## src/rtl/ps2_pkg.sv

```systemverilog
// ps2_pkg: shared definitions for the PS/2 movement decoder.
//   - scancode constants for the prefix bytes and the keys of interest
//   - dir_t: game-core direction encoding
//   - ps2_state_t: prefix-tracking FSM states
//   - map_arrow(): scancode to direction lookup for the extended arrow keys
package ps2_pkg;

    localparam logic [7:0] SC_EXT   = 8'hE0;
    localparam logic [7:0] SC_BRK   = 8'hF0;
    localparam logic [7:0] SC_UP    = 8'h75;
    localparam logic [7:0] SC_LEFT  = 8'h6B;
    localparam logic [7:0] SC_DOWN  = 8'h72;
    localparam logic [7:0] SC_RIGHT = 8'h74;
    localparam logic [7:0] SC_SPACE = 8'h29;

    typedef enum logic [1:0] {
        DIR_BOTTOMLEFT  = 2'd0,
        DIR_BOTTOMRIGHT = 2'd1,
        DIR_TOPLEFT     = 2'd2,
        DIR_TOPRIGHT    = 2'd3
    } dir_t;

    typedef enum logic [1:0] {
        ST_IDLE    = 2'd0,
        ST_EXT     = 2'd1,
        ST_BRK     = 2'd2,
        ST_EXT_BRK = 2'd3
    } ps2_state_t;

    typedef struct packed {
        logic hit;
        dir_t dir;
    } dir_map_t;

    // The game board is isometric, so each arrow maps to a diagonal.
    function automatic dir_map_t map_arrow(input logic [7:0] sc);
        dir_map_t m;
        m.hit = 1'b1;
        m.dir = DIR_BOTTOMLEFT;
        case (sc)
            SC_UP:    m.dir = DIR_TOPLEFT;
            SC_LEFT:  m.dir = DIR_BOTTOMLEFT;
            SC_DOWN:  m.dir = DIR_BOTTOMRIGHT;
            SC_RIGHT: m.dir = DIR_TOPRIGHT;
            default:  m.hit = 1'b0;
        endcase
        return m;
    endfunction

endpackage

```

## src/rtl/move_fifo.sv

```systemverilog
// move_fifo: small synchronous FIFO for queued movement commands.
// Ports:
//   clock, reset     - system clock, synchronous active-high reset
//   push, push_data  - write request and data
//   pop              - read request; ignored while empty
//   pop_data         - head entry, forced to 0 while empty
//   full, empty      - occupancy flags
//   overflow         - one-cycle pulse when a push is dropped
// A push into a full FIFO is accepted when a pop happens in the same cycle.
module move_fifo #(
    parameter int DEPTH = 4,
    parameter int WIDTH = 2
) (
    input  logic             clock,
    input  logic             reset,
    input  logic             push,
    input  logic [WIDTH-1:0] push_data,
    input  logic             pop,
    output logic [WIDTH-1:0] pop_data,
    output logic             full,
    output logic             empty,
    output logic             overflow
);

    localparam int PTR_W = $clog2(DEPTH);
    localparam int CNT_W = PTR_W + 1;

    logic [WIDTH-1:0] mem [DEPTH];
    logic [PTR_W-1:0] wr_ptr;
    logic [PTR_W-1:0] rd_ptr;
    logic [CNT_W-1:0] count;
    logic             do_pop;
    logic             do_push;

    assign empty    = (count == '0);
    assign full     = (count == CNT_W'(DEPTH));
    assign do_pop   = pop && !empty;
    assign do_push  = push && (!full || do_pop);
    assign pop_data = empty ? '0 : mem[rd_ptr];

    always_ff @(posedge clock) begin
        if (do_push) begin
            mem[wr_ptr] <= push_data;
        end
    end

    always_ff @(posedge clock) begin
        if (reset) begin
            wr_ptr   <= '0;
            rd_ptr   <= '0;
            count    <= '0;
            overflow <= 1'b0;
        end else begin
            overflow <= push && full && !do_pop;
            if (do_push) begin
                wr_ptr <= wr_ptr + PTR_W'(1);
            end
            if (do_pop) begin
                rd_ptr <= rd_ptr + PTR_W'(1);
            end
            case ({do_push, do_pop})
                2'b10:   count <= count + CNT_W'(1);
                2'b01:   count <= count - CNT_W'(1);
                default: count <= count;
            endcase
        end
    end

endmodule

```

## src/rtl/ps2_move_decoder.sv

```systemverilog
// ps2_move_decoder: turns the PS/2 scancode stream into queued movement
// commands and an activate pulse for the game core.
// Ports:
//   clock, reset                    - system clock, synchronous active-high reset
//   received_data, received_data_en - scancode byte and its one-cycle strobe
//   cmd_ready                       - game core takes the head command
//   cmd_valid, cmd_dir              - head of the command queue
//   activate                        - one-cycle pulse on a space make
//   overflow                        - one-cycle pulse when a command is dropped
//   held_valid                      - a direction key is currently held
// Build option: define PS2_KEY_REPEAT_EN to add internal auto-repeat of the
// held direction (REPEAT_DELAY, then every REPEAT_PERIOD cycles).
//
// state      | meaning
// -----------+-----------------------------------------------
// ST_IDLE    | waiting for a prefix, or a plain make (space)
// ST_EXT     | E0 seen; next byte is an extended make or F0
// ST_BRK     | F0 seen; next byte is a plain break, ignored
// ST_EXT_BRK | E0 F0 seen; next byte is an extended break
module ps2_move_decoder
    import ps2_pkg::*;
#(
    parameter int FIFO_DEPTH    = 4,
    parameter int REPEAT_DELAY  = 25_000_000,
    parameter int REPEAT_PERIOD = 10_000_000
) (
    input  logic       clock,
    input  logic       reset,
    input  logic [7:0] received_data,
    input  logic       received_data_en,
    input  logic       cmd_ready,
    output logic       cmd_valid,
    output logic [1:0] cmd_dir,
    output logic       activate,
    output logic       overflow,
    output logic       held_valid
);

    if (FIFO_DEPTH < 2 || (FIFO_DEPTH & (FIFO_DEPTH - 1)) != 0) begin : g_bad_depth
        $error("ps2_move_decoder: FIFO_DEPTH must be a power of two >= 2");
    end
    if (REPEAT_DELAY < 2 || REPEAT_PERIOD < 1) begin : g_bad_repeat
        $error("ps2_move_decoder: REPEAT_DELAY must be >= 2, REPEAT_PERIOD >= 1");
    end

    ps2_state_t state_q, state_d;
    dir_map_t   amap;
    logic       make_hit;
    logic       brk_hit;
    logic       activate_d;
    logic       activate_q;
    logic       held_valid_q;
    dir_t       held_dir_q;
    logic       make_new;
    logic       brk_match;
    logic       push;
    dir_t       push_dir;
    logic       fifo_empty;
    logic       fifo_full;

    always_ff @(posedge clock) begin
        if (reset) begin
            state_q <= ST_IDLE;
        end else begin
            state_q <= state_d;
        end
    end

    always_comb begin
        state_d    = state_q;
        make_hit   = 1'b0;
        brk_hit    = 1'b0;
        activate_d = 1'b0;
        amap       = map_arrow(received_data);
        if (received_data_en) begin
            case (state_q)
                ST_IDLE: begin
                    if (received_data == SC_EXT) begin
                        state_d = ST_EXT;
                    end else if (received_data == SC_BRK) begin
                        state_d = ST_BRK;
                    end else if (received_data == SC_SPACE) begin
                        activate_d = 1'b1;
                    end
                end
                ST_EXT: begin
                    if (received_data == SC_BRK) begin
                        state_d = ST_EXT_BRK;
                    end else begin
                        state_d  = ST_IDLE;
                        make_hit = amap.hit;
                    end
                end
                ST_BRK: begin
                    state_d = ST_IDLE;
                end
                ST_EXT_BRK: begin
                    state_d = ST_IDLE;
                    brk_hit = amap.hit;
                end
                default: state_d = ST_IDLE;
            endcase
        end
    end

    // A make of the direction already held is a keyboard typematic repeat.
    assign make_new  = make_hit && !(held_valid_q && (held_dir_q == amap.dir));
    assign brk_match = brk_hit && held_valid_q && (held_dir_q == amap.dir);

    always_ff @(posedge clock) begin
        if (reset) begin
            held_valid_q <= 1'b0;
            held_dir_q   <= DIR_BOTTOMLEFT;
            activate_q   <= 1'b0;
        end else begin
            activate_q <= activate_d;
            if (make_new) begin
                held_valid_q <= 1'b1;
                held_dir_q   <= amap.dir;
            end else if (brk_match) begin
                held_valid_q <= 1'b0;
            end
        end
    end

`ifdef PS2_KEY_REPEAT_EN
    localparam int RPT_MAX = (REPEAT_DELAY > REPEAT_PERIOD) ? REPEAT_DELAY : REPEAT_PERIOD;
    localparam int RPT_W   = (RPT_MAX > 2) ? $clog2(RPT_MAX) : 1;
    // The make cycle itself and the terminal-count cycle both count toward
    // the delay, hence the load of DELAY-2 so the first repeat lands exactly
    // REPEAT_DELAY cycles after the make strobe.
    localparam logic [RPT_W-1:0] RPT_LOAD_DELAY  = RPT_W'(REPEAT_DELAY - 2);
    localparam logic [RPT_W-1:0] RPT_LOAD_PERIOD = RPT_W'(REPEAT_PERIOD - 1);

    logic [RPT_W-1:0] rpt_cnt_q;
    logic             rpt_fire;

    // A break arriving on the expiry cycle suppresses that last repeat.
    assign rpt_fire = held_valid_q && (rpt_cnt_q == '0) && !brk_match;

    always_ff @(posedge clock) begin
        if (reset) begin
            rpt_cnt_q <= '0;
        end else if (make_new) begin
            rpt_cnt_q <= RPT_LOAD_DELAY;
        end else if (!held_valid_q || brk_match) begin
            rpt_cnt_q <= '0;
        end else if (rpt_cnt_q == '0) begin
            rpt_cnt_q <= RPT_LOAD_PERIOD;
        end else begin
            rpt_cnt_q <= rpt_cnt_q - RPT_W'(1);
        end
    end

    // A fresh make takes priority over a coinciding repeat expiry.
    assign push     = make_new || rpt_fire;
    assign push_dir = make_new ? amap.dir : held_dir_q;
`else
    assign push     = make_new;
    assign push_dir = amap.dir;
`endif

    move_fifo #(
        .DEPTH (FIFO_DEPTH),
        .WIDTH (2)
    ) u_fifo (
        .clock     (clock),
        .reset     (reset),
        .push      (push),
        .push_data (push_dir),
        .pop       (cmd_ready),
        .pop_data  (cmd_dir),
        .full      (fifo_full),
        .empty     (fifo_empty),
        .overflow  (overflow)
    );

    assign cmd_valid  = !fifo_empty;
    assign activate   = activate_q;
    assign held_valid = held_valid_q;

endmodule

```

## config.mk

```make
export PLATFORM = sky130hd
export DESIGN_NAME = ps2_move_decoder
export DESIGN_NICKNAME = d
export VERILOG_FILES = /design/src/rtl/ps2_pkg.sv /design/src/rtl/move_fifo.sv /design/src/rtl/ps2_move_decoder.sv
export SDC_FILE = /design/constraint.sdc
export NUM_CORES = 1
export LEC_CHECK = 0
export CORE_UTILIZATION = 57
export DETAILED_ROUTE_END_ITERATION = 8
export MAX_ROUTING_LAYER = met4
export PLACE_DENSITY = 0.81
export SLEW_MARGIN = 20
export SYNTH_ARGS = -nofsm -noshare
export SYNTH_HDL_FRONTEND = slang
export SYNTH_SLANG_ARGS = --single-unit
```

## constraint.sdc

```tcl
create_clock -name clock -period 4.7 [get_ports clock]
set_clock_uncertainty 0.1 [all_clocks]
set_input_delay 0.94 -clock clock [delete_from_list [all_inputs] [get_ports clock]]
set_output_delay 0.94 -clock clock [all_outputs]
set_load 0.02 [all_outputs]
```

* Word-level counts from Yosys, hierarchy flattened
Memories as Yosys holds them, arrays and structs flattened. A register that Yosys moved wholly into a read port is not among the register bits. Index checks and enable logic that the tools add are counted.
Storage, ports and cells: input port bits 12, RAM bits 8, memories kept 1, word-level logic and storage cells 71, output and inout port bits 6, register bits after elaboration 14
Memories:
- u_fifo.mem | depth 4, width 2, rd ports 1, clocked after memory_dff 1, write ports 1, line move_fifo.sv:28 | logic [WIDTH-1:0] mem [DEPTH];
Cells by class: equality and inequality tests 15, bitwise logic cells 2, mux-type cells 20, reduce and logical (&&, ||, !) cells 21, add/sub/neg operators 4
Operator list (number):
- equality test 8 x 7 -> 1 bit (second input constant) | 4
- equality test 8 bit (second input constant) | 2
- two-way mux 2 bit | 6
- one-hot mux 2 bit (3 select lines) | 2
- two-way mux 1 bit | 11
- equality test 8 x 6 -> 1 bit (second input constant) | 1
- logical AND 1 bit | 8
- equality test 2 bit (second input constant) | 3
- one-hot mux 3 bit (2 select lines) | 1
- OR reduction 5 bit | 1
- adder 2 x 1 -> 2 bit (second input constant) | 2
- equality test 2 x 1 -> 1 bit (second input constant) | 2
- zero test 1 bit | 4
- nonzero test 2 bit | 2
- OR reduction 4 bit | 1
- adder 3 x 1 -> 3 bit (second input constant) | 1
- equality test 3 bit (second input constant) | 1
- zero test 3 bit | 1
- inequality test 3 bit (second input constant) | 1
- subtractor 3 x 1 -> 3 bit (second input constant) | 1
- equality test 2 bit | 1
- zero test 2 bit | 1
- inverter 1 bit | 2
- AND reduction 2 bit | 1
- 2 further kinds | 2

* Longest topological paths before layout
Gate-level depths: netlist of the first run.
depth in word-level cells 10, gate-level depth with buffers 8, depth with buffers taken out 8

* Hierarchy
Synthesis of the first run repeated with hierarchy kept, for this count alone.
Unflattened totals: cell total of the unflattened synthesis 130, area total of the unflattened synthesis 1345.0 µm²
Modules (own cells, without submodules):
- move_fifo | cells each 68, instances 1, area each 824.5 µm²
- ps2_move_decoder | cells each 62, instances 1, area each 520.5 µm²

* Worst setup path after synthesis of the first run
Ideal clock, no wire load.
kind input-to-reg, start input port received_data[2], end register u_fifo.count[2], slack 1.368 ns, arrival time 3.109 ns, buffers on the path 0, cell stages on the path 8, path through nand4b_1 > or3_4 > a2111oi_4 > a21oi_1 > fa_1 > a211oi_1 > a31oi_1 > mux2_1
Between the ends: word-level cells in the longest chain between the ends 10
Ends and longest elaborated chain:
- start: declaration | line ps2_move_decoder.sv:29 | input logic [7:0] received_data,
- equality test 8 x 7 -> 1 bit | line ps2_pkg.sv:40 | case (sc)
- OR reduction 4 bit (no source line)
- two-way mux 1 bit | line ps2_pkg.sv:40
- two-way mux 1 bit | line ps2_move_decoder.sv:87 | if (received_data == SC_BRK) begin
- two-way mux 1 bit | line ps2_move_decoder.sv:76 | case (state_q)
- two-way mux 1 bit | line ps2_move_decoder.sv:75 | if (received_data_en) begin
- logical AND 1 bit (*) | line ps2_move_decoder.sv:107 | assign make_new = make_hit && !(held_valid_q && (held_dir_q == amap.dir));
- logical AND 1 bit (*) | line move_fifo.sv:38 | assign do_push = push && (!full || do_pop);
- equality test 2 x 1 -> 1 bit or equality test 2 bit (tied branches) | line move_fifo.sv:61 | case ({do_push, do_pop})
- one-hot mux 3 bit (2 select lines) or nonzero test 2 bit (tied branches)
- end signal: assignment | line move_fifo.sv:62 | 2'b10: count <= count + CNT_W'(1);
- end signal: assignment | line move_fifo.sv:63 | 2'b01: count <= count - CNT_W'(1);
- end signal: assignment | line move_fifo.sv:64 | default: count <= count;
- end: declaration | line move_fifo.sv:31 | logic [CNT_W-1:0] count;
Every way passes the cells marked *; elsewhere a longest branch is shown, timed or not. A chain may end at the register's enable or synchronous reset.

* Worst setup path after layout of the first run
start input port received_data[1], end register u_fifo.count[2]
Same word-level chain as after synthesis.

==> results of run 1 <==
## metal layers
layer	vias up	part of all wire (%)	GRT usage [%]
met2	28	51	36.5
met1	448	45	26.8
met3	2	2.5	1.87
met4	0	1.1	7.84
met5	-	0	-
li1	470	-	-
## worst reg2reg max path: stages, from the launching register on
cell	delay [ns]
dfxtp_1	0.42
nand4b_1	0.12
or3_4	0.37
a2111oi_4	0.54
a21oi_1	0.18
fa_1	0.42
a211oi_1	0.24
a31oi_1	0.08
mux2_1	0.32
## how the worst max path moves through the flow
| stage | from | to |
|---|---|---|
| 2_1_floorplan | received_data[2] | u_fifo.count[2] |
| 3_3_place_gp | received_data[1] | u_fifo.count[2] |
| 3_5_place_dp | received_data[1] | u_fifo.count[2] |
| 4_1_cts | received_data[1] | u_fifo.count[2] |
| 5_1_grt | received_data[1] | u_fifo.count[2] |
| 6_report | received_data[1] | u_fifo.count[2] |
## per-stage QoR
step                      instances  hold slack [ns]  setup slack (ns)  power (mW)
after detailed placement        161            0.416             0.560       0.242
final                           165            0.434             0.883       0.387
after global placement          161            0.410             0.718       0.241
after floorplan                 121            0.385              1.37       0.227
after CTS                       165            0.439             0.923       0.389
after global routing            165            0.484             0.702       0.398
## kinds of logic (layout without fill, tap and decap cells)
family	Yosys count	count (layout)	synth area share, %
adders and majority gates	5	5	5.52
buffers and inverters	9	26	2.66
DFF	24	24	44.2
xor gates and xnor gates	5	5	3.45
and+or+nand+nor	56	56	25.7
muxes	8	8	8.48
AOI/OAI and AO/OA	14	14	9.96
## cell usage after synthesis (all sizes together), types with 3 or more instances
cell    instances
mux2i           4
nor3            6
nand4b          3
and2            6
clkbuf          4
xor2            3
nand2           6
edfxtp          8
inv             5
dfxtp          16
a211oi          3
nor2           14
nor2b           3
ha              4
nand2b          4
a21oi           3
and3            3
## state kept, by name, summed over array words and instances (netlist names), named ones only
register and count:
state_q 2, u_fifo.mem 8, held_dir_q 2, u_fifo.count 3
u_fifo.rd_ptr 2, activate 1, u_fifo.overflow 1, u_fifo.wr_ptr 2
held_valid 1
## report_power, final
part / leakage (nW) / total, mW / switching, mW / internal [mW]
clock network: 0.0279 / 0.150 / 0.0633 / 0.0862
registers: 0.194 / 0.213 / 0.0000690 / 0.213
logic: 0.306 / 0.0244 / 0.0122 / 0.0122
## final cells by class
type	count	area share (%)
multi-input cells	88	44.7
clock buffers	3	1.49
clock inverters	1	1.99
repair buffers	17	11.3
flip-flops and latches	24	37.1
inverters	5	1.24
well taps	27	2.24
==> flow_summary_export.csv, run 1 <==
group,metric,value,unit
finish,regArea,561,µm²
yosys,synth.area.top_cells,"dfxtp_1, edfxtp_1, ha_1",
worst_setup_path,slowest_delay,0.56,ns
yosys,ys_seq_elements,24,
clock_tree,cts_resized,0,
placed_design,placed_area,0.00146,mm²
worst_setup_path,r2r_cells,8,
yosys,synth_flop_cell,"dfxtp_1",
clock_tree,cts_buffers,3,
power,leakagePower,0.528,nW
global_routing,grt_max_degree,19,
yosys,synth_fp_nets,138,
yosys,synth_cells,121,
route,wl_per_cell,14.2,µm
clock_tree,cts_tree,"done",
route,drc_errors,0,
finish,nets,156,
clock_tree,clkSlewWorstSetupHoldPaths,0.13,ns
route,dr.pass1.iters,4,
sta,layout_worst_path_cycle_share,81.2,%
sta,hold_violations,0,
worst_setup_path,ff2ff_setup_slack,1.79,ns
worst_setup_path,cp-end-kind,"flop",
worst_setup_path,arrival,3.93,ns
sta,slew-limit-headroom,50.3,%
worst_setup_path,reg2reg_to,"u_fifo.count[2]",
finish,finalInstanceArea,0.00151,mm²
yosys,synth_cell_types,40,
finish,layout_commonest_cell,"clkdlybuf4s50_1",
floorplan,core-area,0.00202,mm²
sta,rsz0062_at_grt,"false",
worst_setup_path,worst-setup-path-type,"input port to flop",
finish,utilization,74.7,%
floorplan,initial_core_util,62.7,%
finish,fillerInstances,158,
route,final_antenna_net_count,0,
clock_tree,htree_levels,1,
yosys,synth_area,0.00127,mm²
worst_setup_path,cp_top_family,"compound AO/OA/AOI/OAI gates",
sta,drv_slew,0,
worst_hold_path,holdPathStages,2,
yosys,ys_warn_count,0,
global_routing,grt_pass1_vias,904,
route,wirelength,2340,µm
worst_hold_path,whs_endpoint,"u_fifo.count[1]",
worst_hold_path,hold_start,"u_fifo.count[1]",
global_routing,antenna_found_initial,0,
sta,finalSetupViolations,0,
yosys,synth_area_leader_cell,"dfxtp_1",
worst_setup_path,worst-path-max-fanout,6,
finish,syn_to_final_growth,19.0,%
status,status,"finished, final reports clean",
global_routing,track_usage,21.6,%
finish,drive_gt1_share,10.1,%
power,power_per_cell_area,256,mW/mm²
placed_design,gp_congestion,0.890,
clock_tree,cts_sinks,24,
finish,n_antenna_cell,0,
global_routing,grt_overflow,0,
worst_setup_path,crit_buf_inv,1,
floorplan,fp.dieH,49.2,µm
sta,tightest_slew,0.739,ns
worst_setup_path,r2r_start,"state_q[0]",
worst_setup_path,startpoint_type,"input port",
yosys,async_flop_share,0,%
clock_tree,clkLatencyLatePin,0.31,ns
sta,period_needed,3.82,ns
power,ir_drop,195,µV
finish,final_cell_mix,"clkdlybuf4s50_1, dfxtp_1, nor2_1, edfxtp_1",
worst_setup_path,critical_path_depth,9,
worst_setup_path,crit_chain,"clkdlybuf4s50_1, nor3b_1, o2111ai_2, a2111oi_4, a21oi_1, fa_1, a211oi_1, a31oi_1, mux2_1",
yosys,ys_seq_area_share,44.2,%
yosys,synth_edf_count,8,
sta,fmax,262,MHz
worst_hold_path,min_path_type,"flop to flop",
placed_design,io_buffers,17,
finish,multiInputGateArea,674,µm²
clock_tree,cts.path.max_buffers,2,
route,vias,948,
placed_design,dp_hpwl,1780,µm
worst_setup_path,crit_path_top_delay_cell,"clkdlybuf4s50_1",
floorplan,ios,18,
floorplan,dieWidth,49.2,µm
clock_tree,cts_hold_buf,0,
job,cap_viol_max_count,0,
yosys,syn_avg_cell_area,10.5,µm²
floorplan,die_area,0.00242,mm²
floorplan,rows,16,
yosys,synth_top_area_share,25.2,%
worst_setup_path,required,4.81,ns
route,via_per_inst,5.75,
route,drt_iter0_markers,10,
global_routing,grt_pass1_wl,3880,µm
sta,finalSetupTns,0,ns
clock_tree,root_buffer,"clkbuf_4",
clock_tree,post-cts-setup-buffer-count,0,
Note: power is estimated with default switching activity, not from simulation.
==> run 2: changes to the inputs <==
CORE_UTILIZATION = 48   (was 57)
PLACE_DENSITY = 0.72   (was 0.81)
clock period = 3.13 ns   (was 4.7 ns; I/O delays follow)
==> run 2 against run 1 <==
Die area increased by 18%. Critical path type unchanged. Global-route usage rose by 1.1 points. Largest power group unchanged. Core utilization shrank 4.5 points.
==> flow_summary_export.csv, run 2 (synthesized netlist as in run 1, its figures left out) <==
group,metric,value,unit
power,seq_power_share,53.4,%
finish,final_cell_mix,"buf_4, dfxtp_1, clkdlybuf4s50_1, nor2_1, edfxtp_1",
clock_tree,clkLatencyLatePin,0.32,ns
route,drc_errors,0,
finish,regMostFlops,"u_fifo.mem",
global_routing,grt_overflow,0,
power,leakagePower,0.660,nW
clock_tree,cts_tree,"done",
sta,slew-limit-headroom,58.9,%
global_routing,grt_pass1_wl,4370,µm
power,p_int,479,µW
power,p_switching,119,µW
clock_tree,htree_levels,1,
sta,drv_slew,0,
route,drt_iter0_markers,16,
route,wl_per_cell,14.4,µm
power,power_per_cell_area,345,mW/mm²
placed_design,io_buffers,17,
finish,nets,181,
worst_setup_path,cp-end-kind,"flop",
clock_tree,cts_buffers,3,
sta,rsz0062_at_grt,"false",
finish,largest_reg_flops,8,
worst_setup_path,crit_end,"u_fifo.count[2]",
power,clockPowerShare,37.5,%
power,power.total,599,µW
clock_tree,cts.path.max_buffers,2,
floorplan,rows,18,
power,swShare,19.9,%
finish,drive_gt1_share,27.0,%
finish,top_regs,"u_fifo.mem (8), u_fifo.count (3)",
global_routing,grt_max_degree,19,
worst_setup_path,r2r_start,"state_q[0]",
global_routing,antenna_found_initial,0,
clock_tree,clkSlewWorstSetupHoldPaths,0.13,ns
finish,final_cells,193,
sta,period_needed,3.04,ns
floorplan,die_area,0.00285,mm²
global_routing,track_usage,22.7,%
clock_tree,cts_sinks,24,
floorplan,ios,18,
clock_tree,root_buffer,"clkbuf_4",
global_routing,grt_pass1_vias,1004,
placed_design,gp_congestion,0.837,
floorplan,fp.dieH,53.4,µm
route,final_antenna_net_count,0,
placed_design,dp_cells,189,
placed_design,dp_hpwl,2130,µm
worst_setup_path,ff2ff_setup_slack,0.58,ns
sta,tightest_slew,0.614,ns
worst_setup_path,worst-path-max-fanout,3,
worst_setup_path,reg2reg_to,"u_fifo.count[2]",
worst_setup_path,r2r_cells,8,
job,cap_viol_max_count,0,
floorplan,core-area,0.00248,mm²
worst_setup_path,worst-setup-path-type,"input port to flop",
route,vias,1043,
sta,finalSetupViolations,0,
sta,fmax,329,MHz
sta,layout_worst_path_cycle_share,97.0,%
worst_hold_path,min_path_type,"flop to flop",
finish,layout_commonest_cell,"buf_4",
finish,n_antenna_cell,0,
power,p_comb_share,9.1,%
worst_setup_path,arrival,3.15,ns
finish,syn_to_final_growth,37.0,%
worst_setup_path,required,3.25,ns
route,dr.pass1.iters,4,
sta,hold_violations,0,
floorplan,initial_core_util,51.2,%
route,via_per_inst,5.40,
worst_setup_path,critPathLaunch,"received_data[3]",
worst_setup_path,startpoint_type,"input port",
power,ir_drop,277,µV
clock_tree,post-cts-setup-buffer-count,0,
floorplan,dieWidth,53.4,µm
status,status,"finished, final reports clean",
route,wirelength,2790,µm
run 2: worst min path at each step:
| stage | from | end | slack, ns | cells after the start |
|---|---|---|---|---|
| after floorplan | u_fifo.rd_ptr[1] | flop | 0.38 | 2 |
| after global placement | u_fifo.rd_ptr[1] | u_fifo.rd_ptr[1] | 0.41 | 2 |
| after detailed placement | u_fifo.rd_ptr[1] | flop | 0.41 | 2 |
| after CTS | u_fifo.count[1] | u_fifo.count[1] | 0.45 | 2 |
| after global routing | held_valid | held_valid | 0.48 | 2 |
| final | u_fifo.rd_ptr[1] | u_fifo.rd_ptr[1] | 0.45 | 2 |
run 2: metrics by stage:
stage | utilization, % | cell area, µm² | hold slack (ns) | setup WS [ns] | setup TNS (ns)
after floorplan | - | 1270 | 0.385 | 0.112 | 0
after global placement | 66.6 | 1650 | 0.407 | -0.259 | -0.340
after detailed placement | 66.6 | 1650 | 0.408 | -0.375 | -1.03
after CTS | 68.8 | 1710 | 0.448 | 0.0556 | 0
after global routing | 70.2 | 1740 | 0.479 | 0.0136 | 0
final | 70.2 | 1740 | 0.449 | 0.0947 | 0
run 2: critical path, cell delays in order:
cell,delay (ns)
clkdlybuf4s50_1,0.44
buf_4,0.15
and4b_2,0.31
o2111ai_4,0.14
a2111oi_4,0.43
a21oi_2,0.12
fa_2,0.36
a211oi_2,0.20
a31oi_1,0.07
mux2_1,0.31
run 2: area by class of cell:
class	instances	area, µm²
Fill cell	205	739
Tap cell	30	37.5
Clock buffer	3	22.5
Clock inverter	1	30.0
Timing Repair Buffer	42	359
Multi-Input combinational cell	88	709
Sequential cell	24	561
Inverter	5	18.8
run 2: metal layers:
metal	vias up	wire length [µm]	track usage (%)
li1	522	-	-
met2	27	1410	37.3
met5	-	0	-
met1	489	1240	28.2
met3	5	94	2.59
met4	0	40	9.21
run 2: power groups by stage:
| stage | sequential, mW | clock (mW) | combinational, mW |
|---|---|---|---|
| after CTS | 0.320 | 0.229 | 0.0526 |
| final | 0.320 | 0.224 | 0.0545 |
| after detailed placement | 0.327 | 0 | 0.0518 |
| after global placement | 0.327 | 0 | 0.0503 |
| after global routing | 0.320 | 0.240 | 0.0581 |
| after floorplan | 0.327 | 0 | 0.0141 |
run 2: timing repair:
item / in CTS / in global routing
hold endpoints to repair: 0 / 0
hold buffers: 0 / 0
pin swaps: 0 / 1
setup endpoints to repair: 1 / 1
resized for setup: 2 / 7
==> run 3: changes to the inputs <==
ABC_AREA = 1   (was unset)
CORE_MARGIN = 2   (was unset)
CORE_UTILIZATION = 49   (was 48)
PLACE_DENSITY = 0.73   (was 0.72)
SLEW_MARGIN = unset   (was 20)
==> run 3 against run 2 <==
Die area rose by 18%. Count of clock-buffer cells in the layout did not move. Hold slack got worse by 0.079 ns. Flip-flop and latch count did not move. First-iteration DRC count grew 94%. Core utilization down 9.9 points. Clock power fell by 37%. Sequential share of layout area grew 1.5 points. Routed wire length is 9.7% lower. Critical path depth grew 5. Via count up 9.0%. Largest power group unchanged. Highest routed layer unchanged.
==> flow_summary_export.csv, run 3 <==
group,metric,value,unit
status,status,"finished, final reports clean",
sta,layout_worst_path_cycle_share,84.5,%
placed_design,dp_hpwl,2030,µm
sta,fmax,378,MHz
yosys,synth_adder_area_share,4.92,%
yosys,synth-simple-area-share,39.2,%
yosys,yosys-mux-area-fraction,0,%
clock_tree,cts_resized,0,
finish,final_cell_mix,"nor2_1, inv_1, nand2_1, clkdlybuf4s50_1, dfxtp_1",
power,leakagePower,0.688,nW
clock_tree,cts_tree,"done",
clock_tree,cts_sinks,24,
finish,syn_to_final_growth,16.5,%
yosys,synth_area,0.00143,mm²
yosys,synth_xor_area_share,0,%
global_routing,grt_pass1_vias,1042,
worst_setup_path,arrival,2.78,ns
floorplan,core-area,0.00276,mm²
yosys,syn_avg_cell_area,8.05,µm²
sta,finalSetupViolations,0,
sta,whs,0.370,ns
route,vias,1137,
sta,slew-limit-headroom,77.4,%
route,wl_per_cell,11.0,µm
worst_setup_path,worst-path-max-fanout,6,
global_routing,grt_max_degree,14,
floorplan,initial_core_util,51.7,%
route,dr.pass1.iters,5,
yosys,ys_seq_area_share,39.3,%
floorplan,rows,19,
yosys,synth_top_area_share,22.5,%
clock_tree,clkSlewWorstSetupHoldPaths,0.13,ns
global_routing,grt_overflow,0,
finish,nets,216,
clock_tree,htree_levels,1,
yosys,synth_edf_count,8,
route,wirelength,2520,µm
route,final_antenna_net_count,0,
finish,utilization,60.2,%
clock_tree,cts.path.max_buffers,2,
finish,regMostFlops,"u_fifo.mem",
finish,top_regs,"u_fifo.mem (8), u_fifo.count (3)",
global_routing,grt_pass1_wl,4170,µm
clock_tree,post-cts-setup-buffer-count,0,
finish,fillerInstances,255,
yosys,async_flop_share,0,%
route,drt_iter0_markers,31,
floorplan,ios,18,
worst_hold_path,min_path_type,"flop to flop",
worst_setup_path,required,3.27,ns
yosys,synth.area.top_cells,"dfxtp_1, edfxtp_1, nor2_1",
floorplan,dieWidth,57.9,µm
yosys,synth_flop_cell,"dfxtp_1",
finish,largest_reg_flops,8,
sta,finalSetupTns,0,ns
yosys,synth_compound_area_share,9.48,%
finish,layout_commonest_cell,"nor2_1",
yosys,ys_seq_elements,24,
yosys,ys_warn_count,0,
job,cap_viol_max_count,0,
finish,n_antenna_cell,0,
placed_design,gp_congestion,0.808,
sta,period_needed,2.64,ns
floorplan,die_area,0.00336,mm²
floorplan,fp.dieH,57.9,µm
sta,tightest_slew,0.338,ns
yosys,synth_cell_types,26,
yosys,synth_top_family_by_area,"simple AND/OR/NAND/NOR gates",
yosys,synth_most_common_cell,"nor2_1",
yosys,synth_fp_nets,194,
worst_setup_path,cp-end-kind,"flop",
worst_setup_path,startpoint_type,"input port",
clock_tree,cts_buffers,3,
clock_tree,root_buffer,"clkbuf_4",
yosys,synth_common_cells,"nor2_1, inv_1, nand2_1",
clock_tree,cts_hold_buf,0,
worst_setup_path,worst-setup-path-type,"input port to flop",
yosys,synth_cells,177,
power,power_per_cell_area,450,mW/mm²
power,ir_drop,427,µV
route,drc_errors,0,
sta,rsz0062_at_grt,"false",
yosys,synth_area_leader_cell,"dfxtp_1",
clock_tree,clkLatencyLatePin,0.33,ns
sta,drv_slew,0,
placed_design,io_buffers,17,
global_routing,antenna_found_initial,0,
route,via_per_inst,4.97,
sta,hold_violations,0,
finish,drive_gt1_share,17.2,%
global_routing,track_usage,16.9,%
run 3: cell count changes in the layout (fill, tap and decap cells not counted), moves of 10 or more:
| cell | previous run | this run |
|---|---|---|
| nor2_1 | 13 | 32 |
| inv_1 | 5 | 24 |
| o21ai_0 | 1 | 11 |
| nand2_1 | 5 | 24 |
| buf_4 | 25 | 0 |
| nand2_2 | 1 | 11 |
run 3: power by group:
part	total, mW	internal (mW)	switching, mW
Combinational	0.237	0.0929	0.144
Clock	0.141	0.0469	0.0945
Sequential	0.370	0.344	0.0254
Total	0.748	0.484	0.264
run 3: cell type report:
| class | count | area, µm² | share of cell area [%] |
|---|---|---|---|
| sequential | 24 | 561 | 33.8 |
| multi-input combinational | 126 | 763 | 46.0 |
| tap | 31 | 38.8 | 2.34 |
| clock buffer | 3 | 22.5 | 1.36 |
| clock inverter | 1 | 3.75 | 0.226 |
| inverter | 27 | 101 | 6.10 |
| timing repair buffer | 17 | 170 | 10.2 |
run 3: worst max-delay path: stages:
cell and delay [ns]:
clkdlybuf4s50_1 0.58, nand2_1 0.08, nor2_1 0.16, nand2_2 0.11, nand2_4 0.11, nor2_4 0.06
nor2_8 0.14, nand2_4 0.09, nand2_4 0.08, inv_1 0.05, fa_1 0.37, inv_1 0.08
nand2_2 0.06, a21oi_1 0.14, nor2_1 0.06
run 3: routing by layer:
layer	routed length, µm	part of all wire, %	vias up	GRT usage, %
li1	-	-	615	-
met2	1300	52	25	31.0
met4	30	1.2	0	5.98
met1	1100	44	494	18.5
met5	0	0	-	-
met3	87	3.5	3	2.23
run 3: final timing paths:
path	cells after the start	endpoint	start	slack, ns
setup reg to reg	12	u_fifo.count[2]	state_q[0]	1.05
hold reg to reg	2	u_fifo.rd_ptr[1]	u_fifo.rd_ptr[1]	0.37
setup / recovery	15	u_fifo.count[2]	received_data[1]	0.49
hold / removal	2	u_fifo.rd_ptr[1]	u_fifo.rd_ptr[1]	0.37
run 3: cell families (layout without fill, tap and decap cells):
logic type | after synthesis | after routing
flip-flops | 24 | 24
buffers and inverters | 27 | 48
AO/OA/AOI/OAI | 24 | 24
adder cells (fa/ha/maj) | 5 | 5
AND/OR/NAND/NOR | 97 | 97
run 3: metrics by stage:
step / worst slack, ns / power (mW) / std cells / instance area [µm²]
floorplan: 0.792 / 0.538 / 177 / 1430
detailed placement: 0.132 / 0.616 / 225 / 1630
CTS: 0.481 / 0.751 / 229 / 1660
finish: 0.485 / 0.748 / 229 / 1660
global placement: 0.215 / 0.605 / 225 / 1630
global route: 0.318 / 0.786 / 229 / 1660
